## src/rtl/cpu_ctrl_seq_if.sv

```systemverilog
// Sequencer <-> datapath/memory signal bundle: opcode, sign and memory-ready in,
// one-hot strobes, ALU op and status flags out.
interface cpu_ctrl_seq_if #(
    parameter int OPW = 8
);
    logic           start;
    logic [OPW-1:0] ir_opcode;
    logic           acc_sign;
    logic           mem_ready;
    logic [11:0]    ctrl;
    logic [2:0]     alu_op;
    logic           busy;
    logic           halted;
    logic           mem_err;
    logic           illegal;

    modport master (
        input  start, ir_opcode, acc_sign, mem_ready,
        output ctrl, alu_op, busy, halted, mem_err, illegal
    );

    modport slave (
        output start, ir_opcode, acc_sign, mem_ready,
        input  ctrl, alu_op, busy, halted, mem_err, illegal
    );
endinterface

```

## src/rtl/cpu_ctrl_seq.sv

```systemverilog
// Hardwired fetch/decode/execute microsequencer for the accumulator CPU (optional macro CU_STEP_EN adds single-step PAUSE).
// Latency: Moore outputs from the state register; NOP 4, JMP 5, STORE 7, ADD/SUB 8, LOAD 9 cycles at zero wait.
// Backpressure: memory states hold on mem_ready=0 and fault after MEM_TIMEOUT wait cycles.
module cpu_ctrl_seq #(
    parameter int MEM_TIMEOUT = 15,
    parameter int OPW         = 8
) (
    input  logic          clk,
    input  logic          rst_n,
`ifdef CU_STEP_EN
    input  logic          step,
`endif
    cpu_ctrl_seq_if.master bus
);

    typedef enum logic [3:0] {
        S_IDLE, S_F0, S_F1, S_F2, S_D0,
        S_MA, S_ST_MBR, S_ST_WR, S_RD, S_BR, S_CLR, S_ALU, S_JMP,
        S_HALT, S_FAULT
`ifdef CU_STEP_EN
        , S_PAUSE
`endif
    } state_t;

    typedef enum logic [1:0] {K_STORE, K_LOAD, K_ADD, K_SUB} kind_t;

    // Where a finished instruction goes to start the next fetch.
`ifdef CU_STEP_EN
    localparam state_t S_NEXT = S_PAUSE;
`else
    localparam state_t S_NEXT = S_F0;
`endif

    localparam logic [7:0] WAIT_LIMIT = 8'(MEM_TIMEOUT - 1);

    state_t     state_q, state_d;
    kind_t      kind_q, kind_d;
    logic [7:0] cnt_q, cnt_d;
    logic       illegal_q, illegal_d;
    logic       in_wait;

    always_ff @(posedge clk) begin
        if (!rst_n) begin
            state_q   <= S_IDLE;
            kind_q    <= K_STORE;
            cnt_q     <= '0;
            illegal_q <= 1'b0;
        end else begin
            state_q   <= state_d;
            kind_q    <= kind_d;
            cnt_q     <= cnt_d;
            illegal_q <= illegal_d;
        end
    end

    always_comb begin
        state_d   = state_q;
        kind_d    = kind_q;
        cnt_d     = '0;
        illegal_d = illegal_q;
        in_wait   = 1'b0;

        case (state_q)
            S_IDLE:   if (bus.start) state_d = S_F0;
            S_F0:     state_d = S_F1;
            S_F1: begin
                in_wait = 1'b1;
                state_d = S_F2;
            end
            S_F2:     state_d = S_D0;
            S_D0: begin
                case (bus.ir_opcode)
                    OPW'(8'h00): state_d = S_NEXT;
                    OPW'(8'h01): begin kind_d = K_STORE; state_d = S_MA; end
                    OPW'(8'h02): begin kind_d = K_LOAD;  state_d = S_MA; end
                    OPW'(8'h03): begin kind_d = K_ADD;   state_d = S_MA; end
                    OPW'(8'h04): begin kind_d = K_SUB;   state_d = S_MA; end
                    OPW'(8'h05): state_d = S_JMP;
                    OPW'(8'h06): state_d = bus.acc_sign ? S_NEXT : S_JMP;
                    OPW'(8'h07): state_d = S_HALT;
                    default: begin
                        illegal_d = 1'b1;
                        state_d   = S_HALT;
                    end
                endcase
            end
            S_MA:     state_d = (kind_q == K_STORE) ? S_ST_MBR : S_RD;
            S_ST_MBR: state_d = S_ST_WR;
            S_ST_WR: begin
                in_wait = 1'b1;
                state_d = S_NEXT;
            end
            S_RD: begin
                in_wait = 1'b1;
                state_d = S_BR;
            end
            S_BR:     state_d = (kind_q == K_LOAD) ? S_CLR : S_ALU;
            S_CLR:    state_d = S_ALU;
            S_ALU:    state_d = S_NEXT;
            S_JMP:    state_d = S_NEXT;
`ifdef CU_STEP_EN
            S_PAUSE:  if (step) state_d = S_F0;
`endif
            default:  state_d = state_q;
        endcase

        // Ready on the limit cycle still advances; only a missing ready faults.
        if (in_wait && !bus.mem_ready) begin
            if (cnt_q == WAIT_LIMIT) begin
                state_d = S_FAULT;
            end else begin
                state_d = state_q;
                cnt_d   = cnt_q + 8'd1;
            end
        end
    end

    always_comb begin
        bus.ctrl    = '0;
        bus.alu_op  = 3'b000;
        bus.busy    = !(state_q inside {S_IDLE, S_HALT, S_FAULT});
        bus.halted  = (state_q == S_HALT) || (state_q == S_FAULT);
        bus.mem_err = (state_q == S_FAULT);
        bus.illegal = illegal_q;

        case (state_q)
            S_F0:     bus.ctrl[0]  = 1'b1;
            S_F1:     bus.ctrl[2]  = 1'b1;
            S_F2: begin
                bus.ctrl[3] = 1'b1;
                bus.ctrl[1] = 1'b1;
            end
            S_MA:     bus.ctrl[4]  = 1'b1;
            S_ST_MBR: bus.ctrl[6]  = 1'b1;
            S_ST_WR:  bus.ctrl[5]  = 1'b1;
            S_RD:     bus.ctrl[2]  = 1'b1;
            S_BR:     bus.ctrl[7]  = 1'b1;
            S_CLR:    bus.ctrl[8]  = 1'b1;
            S_ALU: begin
                bus.ctrl[9] = 1'b1;
                bus.alu_op  = (kind_q == K_SUB) ? 3'b010 : 3'b001;
            end
            S_JMP:    bus.ctrl[10] = 1'b1;
            default:  bus.ctrl     = '0;
        endcase
    end

endmodule

```

## src/flat_wrapper.sv

```systemverilog
// flat-port wrapper written by rule: the top's interface ports become plain ports
module cpu_ctrl_seq_flat 
#(
    parameter int MEM_TIMEOUT = 15,
    parameter int OPW         = 8
)
  (clk, rst_n, bus_start, bus_ir_opcode, bus_acc_sign, bus_mem_ready, bus_ctrl, bus_alu_op, bus_busy, bus_halted, bus_mem_err, bus_illegal);
  cpu_ctrl_seq_if #(.OPW(OPW)) bus_i ();
  input  logic clk;
  input  logic rst_n;
  input wire logic [$bits(bus_i.start)-1:0] bus_start;
  input wire logic [$bits(bus_i.ir_opcode)-1:0] bus_ir_opcode;
  input wire logic [$bits(bus_i.acc_sign)-1:0] bus_acc_sign;
  input wire logic [$bits(bus_i.mem_ready)-1:0] bus_mem_ready;
  output wire logic [$bits(bus_i.ctrl)-1:0] bus_ctrl;
  output wire logic [$bits(bus_i.alu_op)-1:0] bus_alu_op;
  output wire logic [$bits(bus_i.busy)-1:0] bus_busy;
  output wire logic [$bits(bus_i.halted)-1:0] bus_halted;
  output wire logic [$bits(bus_i.mem_err)-1:0] bus_mem_err;
  output wire logic [$bits(bus_i.illegal)-1:0] bus_illegal;
  assign bus_i.start = bus_start;
  assign bus_i.ir_opcode = bus_ir_opcode;
  assign bus_i.acc_sign = bus_acc_sign;
  assign bus_i.mem_ready = bus_mem_ready;
  assign bus_ctrl = bus_i.ctrl;
  assign bus_alu_op = bus_i.alu_op;
  assign bus_busy = bus_i.busy;
  assign bus_halted = bus_i.halted;
  assign bus_mem_err = bus_i.mem_err;
  assign bus_illegal = bus_i.illegal;
  cpu_ctrl_seq #(.MEM_TIMEOUT(MEM_TIMEOUT), .OPW(OPW)) u_core (.clk(clk), .rst_n(rst_n), .bus(bus_i));
endmodule
```

## config.mk

```make
export PLATFORM = sky130hd
export DESIGN_NAME = cpu_ctrl_seq_flat
export DESIGN_NICKNAME = d
export VERILOG_FILES = /design/src/rtl/cpu_ctrl_seq_if.sv /design/src/rtl/cpu_ctrl_seq.sv /design/src/flat_wrapper.sv
export SDC_FILE = /design/constraint.sdc
export NUM_CORES = 1
export LEC_CHECK = 0
export ABC_AREA = 1
export BUFFER_PORTS_ARGS = -buffer_cell sky130_fd_sc_hd__buf_2
export CAP_MARGIN = 20
export CORE_MARGIN = 2
export CORE_UTILIZATION = 32
export DETAILED_ROUTE_END_ITERATION = 12
export PLACE_DENSITY = 0.55
export SYNTH_ARGS = -nofsm -noshare
export SYNTH_HDL_FRONTEND = slang
export SYNTH_SLANG_ARGS = --single-unit
```

## constraint.sdc

```tcl
create_clock -name clk -period 1.5 [get_ports clk]
set_clock_uncertainty 0.2 [all_clocks]
set_input_delay 0.225 -clock clk [delete_from_list [all_inputs] [get_ports clk]]
set_output_delay 0.225 -clock clk [all_outputs]
set_load 0.02 [all_outputs]
```

==> results of run 1 <==
metrics by stage:
stage	setup TNS, ns	setup slack, ns	util [%]	instances
after floorplan	-0.0509	-0.0509	-	190
after global placement	-0.174	-0.0759	44.7	281
after detailed placement	-0.268	-0.0524	44.7	281
after CTS	-3.17	-0.230	52.2	293
after global routing	-5.58	-0.304	55.5	296
final	-3.69	-0.245	55.5	296
synthesized netlist by cell type:
cell type,instances
nand3_1,15
nor2_2,1
inv_2,4
ha_1,2
inv_1,28
a22oi_1,1
o21ai_0,4
nand4_1,1
nand3_2,2
a21oi_1,7
a21oi_2,1
conb_1,1
nand2_1,44
or2_1,1
nor3b_2,1
nor2_1,44
o211ai_1,1
nand3b_1,1
dfxtp_1,15
xor2_1,4
nor3_1,2
nand2_4,3
and2_1,1
buf_4,3
o21ai_2,1
xnor2_1,1
flip-flops by register name (all words and copies together), names as in the netlist:
register            count
u_core.cnt_q            8
u_core.state_q          4
u_core.kind_q           2
u_core.bus.illegal      1
final timing paths:
kind                                         from  slack (ns)                              end
setup reg to reg   u_core.state_q[3]$_SDFFE_PN0P_       -0.11   u_core.state_q[2]$_SDFFE_PN0P_
setup / recovery   u_core.state_q[1]$_SDFFE_PN0P_       -0.24                      bus_ctrl[7]
hold reg to reg   u_core.bus.illegal$_SDFFE_PN0P_        0.26  u_core.bus.illegal$_SDFFE_PN0P_
hold / removal                          bus_start        0.18   u_core.state_q[0]$_SDFFE_PN0P_
layer usage:
layer / global-route usage, % / routed length [um]
met5: 0 / 0
met4: 7.50 / 53
met3: 1.07 / 95
met2: 31.1 / 1680
met1: 19.6 / 1360
repair_timing:
item                                    in CTS  in global routing
hold buffers                                 1                  0
endpoints found under the hold margin        2                  0
endpoints found under the setup margin      22                 31
setup buffers                                7                  3
resized for setup                           56                 27
pin swaps                                   10                  9
power breakdown:
| part | switching (mW) | leakage, nW | internal (mW) | total [mW] |
|---|---|---|---|---|
| logic | 1.16 | 0.760 | 1.00 | 2.17 |
| clock network | 0.138 | 0.0177 | 0.0991 | 0.237 |
| registers | 0.110 | 0.124 | 0.497 | 0.607 |
| total | 1.41 | 0.902 | 1.60 | 3.01 |
worst max-delay path: cells and delay by family, from the launching register on:
kind / cells / cell delay [ns]
buffers and inverters: 4 / 0.48
flip-flops: 1 / 0.38
AND/OR/NAND/NOR: 2 / 0.17
layout make-up:
type / count / area share [%]
timing repair buffer: 59 / 25.6
tap: 46 / 3.11
clock buffer: 3 / 1.22
inverter: 32 / 6.62
multi-input combinational: 140 / 46.2
sequential: 15 / 17.0
clock inverter: 1 / 0.270
cells in the final DEF, fill, tap and decap left out, types with 11 or more instances in the layout:
cell,count
nor2_4,11
buf_2,14
nand2_1,36
inv_1,20
nor2_1,26
dfxtp_1,11
inv_2,11
buf_4,27
buf_6,17
nand3_1,14
logic make-up (layout without fill, tap and decap cells):
kind of cell,count (synthesis),count (layout),share of synthesized area [%]
and+or+nand+nor,116,116,46.0
buffers and inverters,35,95,12.8
AOI/OAI and AO/OA,15,15,7.84
DFF,15,15,26.9
xor gates and xnor gates,5,5,3.92
adders and majority gates,2,2,2.24
other,1,2,0.336
==> results.md, run 1 <==
| Metric | Value |
|---|---|
| Run status | finished, violations left |
| Failing checks | negative setup slack |
| Number of antenna violations at the first check in global routing | 0 |
| Finish-stage setup viols | 28 |
| Maximum fanout count along the critical path | 4 |
| H-tree lvl count | 1 |
| Most numerous cell on the critical path | buf_6 |
| Flip-flop and latch count after synthesis | 15 |
| Number of max-slew violations in the final report | 0 |
| Count of mapped cells out of synthesis | 189 |
| Overall global routing resource usage | 16.8% |
| Detailed Routing Iterations Pass 1 | 4 |
| Hold Crit Depth | 6 |
| Number of buffer cells added on primary ports | 29 |
| Congestion Overflow GR | 0 |
| Post-CTS clock slew at the launch and capture registers of the worst setup and hold paths | 0.10 ns |
| Number of cell instances on the worst register-to-register path | 11 |
| Top cells by area, synth | dfxtp_1, nand2_1, nor2_1, inv_1, nand3_1 |
| Sequential cell area | 315 sq um |
| Post-layout instance area | 1850 sq um |
| Number of endpoints with negative hold slack in the final report | 0 |
| ANT cells | 0 |
| Via count | 1328 |
| Largest net degree at the start of global routing | 10 |
| Insertion delay of the later-clocked pin in the worst-skew pair | 0.29 ns |
| Final Power | 3.01 mW |
| Core area | 3340 sq um |
| VDD IR max | 498 uV |
| Fraction of final layout cells with drive strength greater than 1 | 47.6% |
| DRC violations left | 0 |
| RSZ-0062 raised after global routing | true |
| Net count of the finished layout | 266 |
| Data arrival at the endpoint of the critical path | 1.32 ns |
| Initial Utilization | 33.5% |
| Netlist cell types | 26 |
| Number of design-rule violations left by the first detailed-router iteration | 50 |
| Cell Area, Placed | 1490 sq um |
| HPWL reported at the end of detailed placement | 2270 um |
| Final Worst Setup Slack | -0.245 ns |
| Required time of the worst setup path | 1.07 ns |
| Post-synth top area share | 26.9% |
| Root buf cell | clkbuf_4 |
| Static Leakage | 0.902 nW |
| Mean post-synth cell area | 5.91 sq um |
| Capturing element type of the critical path | output pin |
| First-pass GRT wire length | 5400 um |
| Type of the most critical hold path | input pin to flop |
| Area of the die | 3980 sq um |
| Post-route minimum period | 1.74 ns |
| Vias in the first global route | 1296 |
| Fmax | 573 MHz |
| Site Rows | 21 |
| Count of maximum capacitance violations | 0 |
| Cell accounting for the most synthesized area | dfxtp_1 |
| Sinks on Clock Net | 15 |
| Die span in y | 63.1 um |
| Horizontal extent of the die | 63.1 um |
| Sequential area share after synthesis | 26.9% |
| Multi-input logic area | 856 sq um |
| Synthesis warning total | 0 |
| Library cell contributing the largest single delay on the critical path | dfxtp_4 |
| Path type of the worst setup path | flop to output pin |
| CP Cell Sequence | inv_2, buf_6, nand2_4, buf_6, nor2_2, buf_4 |
| WHS | 0.182 ns |
| Routed wirelength normalized by instance count | 10.8 um |
| Delay of the slowest cell on the worst path | 0.38 ns |
| CTS Buf Count | 3 |
| Relative area change from synthesis to final layout | 65.8% |
| Power per cell area | 1620 nW/um^2 |
| Startpoint class of the critical path | flop |
| Final worst-path cycle share | 116% |
| Global placement routability congestion | 0.941 |
| Clock tree from TritonCTS | yes |
| Number of placed I/O pins | 32 |
| Netlist area before placement | 1120 sq um |
| Post-DRT Antenna Nets | 0 |
| Clock buffer depth | 2 |
| Post-DR vias/cell | 4.49 |
| Total routed wirelength | 3190 um |
| Number of filler cells placed in the layout | 326 |
(Power assumes the default switching activity.)
==> inputs of run 2 (changes only) <==
CAP_MARGIN = 15   (was 20)
RECOVER_POWER = 25   (was unset)
==> results.md, run 2 (same netlist as run 1, synthesis figures left out) <==
| Metric | Value | Change |
|---|---|---|
| Placed cell count | 281 | unchanged |
| Final worst-path cycle share | 116% | about the same |
| Post-CTS clock slew at the launch and capture registers of the worst setup and hold paths | 0.10 ns | about the same |
| Number of design-rule violations left by the first detailed-router iteration | 50 | unchanged |
| Met3 demand-to-capacity share in global routing | 1.07% | unchanged |
| Start point of the worst min-delay path | bus_start |  |
| Number of max-slew violations in the final report | 0 | unchanged |
| First-pass GRT wire length | 5400 um | unchanged |
| Fraction of final layout cells with drive strength greater than 1 | 47.2% | -0.40 points |
| DP Worst Slack | -0.0524 ns | unchanged |
| Number of endpoints with negative hold slack in the final report | 0 | unchanged |
| Number of buffer cells added on primary ports | 29 | unchanged |
| Initial Utilization | 33.5% | unchanged |
| Clock tree from TritonCTS | yes |  |
| Fmax | 573 MHz | about the same |
| Biggest registers after layout | u_core.cnt_q x8, u_core.state_q x4, u_core.kind_q x2 |  |
| Required time of the worst setup path | 1.07 ns | about the same |
| Final Power | 3.01 mW | about the same |
| Finish-stage setup viols | 28 | unchanged |
| Crit Reg-Reg Startpoint | u_core.state_q[3]$_SDFFE_PN0P_ |  |
| Hold endpoint | u_core.state_q[0]$_SDFFE_PN0P_ |  |
| Sequential cell area | 315 sq um | unchanged |
| Final std cells w/o fill | 296 | unchanged |
| Count of maximum capacitance violations | 0 | unchanged |
| Global placement routability congestion | 0.941 | unchanged |
| Highest-count cells in the layout ignoring fill and taps | nand2_1, buf_4, nor2_1 |  |
| Maximum fanout count along the critical path | 4 | unchanged |
| Horizontal extent of the die | 63.1 um | unchanged |
| Number of antenna violations at the first check in global routing | 0 | unchanged |
| Post-DRT Antenna Nets | 0 | unchanged |
| Static Leakage | 0.898 nW | -0.46% |
| Capturing element type of the critical path | output pin |  |
| Path type of the worst setup path | flop to output pin |  |
| Number of filler cells placed in the layout | 327 | +0.31% |
| Clock buffer depth | 2 | unchanged |
| DRC violations left | 0 | unchanged |
| Total routed wirelength | 3190 um | about the same |
| Capture instance of the worst register-to-register path | u_core.state_q[2]$_SDFFE_PN0P_ |  |
| Hold Crit Depth | 6 | unchanged |
| Most Used Layer, Global Route | met2 |  |
| Largest net degree at the start of global routing | 10 | unchanged |
| Insertion delay of the later-clocked pin in the worst-skew pair | 0.29 ns | about the same |
| Startpoint class of the critical path | flop |  |
| Post-layout instance area | 1850 sq um | about the same |
| Post-DR vias/cell | 4.49 | unchanged |
| Root buf cell | clkbuf_4 |  |
| Post-route minimum period | 1.74 ns | -0.0000870 ns |
| H-tree lvl count | 1 | unchanged |
| Met2 GRT Util | 31.1% | unchanged |
| Type of the most critical hold path | input pin to flop |  |
| Via count | 1328 | unchanged |
| Commonest non-fill, non-tap cell in the layout | nand2_1 |  |
| VDD IR max | 498 uV | about the same |
| CTS Buf Count | 3 | unchanged |
| Routed wirelength normalized by instance count | 10.8 um | about the same |
| Net count of the finished layout | 266 | unchanged |
| Cell Area, Placed | 1490 sq um | unchanged |
| Register with the highest flop count | u_core.cnt_q |  |
| Die span in y | 63.1 um | unchanged |
| Multi-input logic area | 856 sq um | unchanged |
| Number of cell instances on the worst register-to-register path | 11 | unchanged |
| Number of placed I/O pins | 32 | unchanged |
| Failing checks | negative setup slack |  |
| ANT cells | 0 | unchanged |
| GR met1 Demand/Resource | 19.6% | unchanged |
| Final Worst Setup Slack | -0.245 ns | +0.0000870 ns |
| RSZ-0062 raised after global routing | true |  |
| Relative area change from synthesis to final layout | 65.7% | about the same |
| Data arrival at the endpoint of the critical path | 1.32 ns | about the same |
| HPWL reported at the end of detailed placement | 2270 um | unchanged |
| Internal reg-to-reg setup slack | -0.11 ns | about the same |
| Area of the die | 3980 sq um | unchanged |
| Congestion Overflow GR | 0 | unchanged |
| Vias in the first global route | 1296 | unchanged |
| Overall global routing resource usage | 16.8% | unchanged |
| Core area | 3340 sq um | unchanged |
| Detailed Routing Iterations Pass 1 | 4 | unchanged |
| Run status | finished, violations left |  |
| Power per cell area | 1620 nW/um^2 | about the same |
| Site Rows | 21 | unchanged |
| Sinks on Clock Net | 15 | unchanged |
| Number of flip-flops in the largest register | 8 | unchanged |
run 2: changes by cell type in the layout (fill, tap and decap cells not counted), sizes merged:
| cell | change |
|---|---|
| clkbuf | +1 |
| buf | -1 |
run 2: worst max path at each step:
stage                                     end                            from  cells past startpoint  slack [ns]
3_5_place_dp   u_core.state_q[0]$_SDFFE_PN0P_  u_core.state_q[1]$_SDFFE_PN0P_                      9       -0.05
5_1_grt                           bus_ctrl[7]  u_core.state_q[1]$_SDFFE_PN0P_                      6       -0.30
4_1_cts                              bus_busy  u_core.state_q[2]$_SDFFE_PN0P_                      5       -0.23
3_3_place_gp   u_core.state_q[3]$_SDFFE_PN0P_  u_core.state_q[1]$_SDFFE_PN0P_                     10       -0.08
2_1_floorplan                   bus_alu_op[1]  u_core.state_q[3]$_SDFFE_PN0P_                      6       -0.05
6_report                          bus_ctrl[7]  u_core.state_q[1]$_SDFFE_PN0P_                      6       -0.24
run 2: final cells by class:
cell class	instances	area share, %
Sequential cell	15	17.0
Inverter	32	6.62
Multi-Input combinational cell	140	46.2
Clock buffer	3	1.22
Timing Repair Buffer	59	25.5
Tap cell	46	3.11
Clock inverter	1	0.270
run 2: repair_timing:
item                                   in CTS  in global routing
endpoints found under the hold margin       2                  0
pin swaps                                  10                  9
setup buffers                               7                  3
setup endpoints to repair                  22                 31
gates resized for setup                    56                 27
hold buffers                                1                  0
run 2: worst max-delay path, stage by stage, from the launching register on:
cell and delay, ns:
dfxtp_4 0.38, inv_2 0.09, buf_6 0.11, nand2_4 0.06, buf_6 0.13, nor2_2 0.11, buf_4 0.15
run 2: metrics by stage:
stage          utilization [%]  hold WS (ns)  TNS (ns)
5_1_grt                   55.5         0.226     -5.58
4_1_cts                   52.2         0.149     -3.17
3_3_place_gp              44.7         0.245    -0.174
3_5_place_dp              44.7         0.253    -0.268
6_report                  55.5         0.182     -3.69
2_1_floorplan                -         0.146   -0.0509
run 2: metal layers:
metal	share of wire, %	vias to the layer above	wire, um
met1	43	590	1360
met3	2.9	6	91
met4	1.7	0	53
li1	-	699	-
met2	53	33	1680
met5	0	-	0
run 2: power by group:
group	internal, mW	leakage (nW)	total (mW)	switching, mW
clock network	0.0991	0.0177	0.237	0.138
logic	1.00	0.756	2.16	1.16
registers	0.497	0.124	0.607	0.110
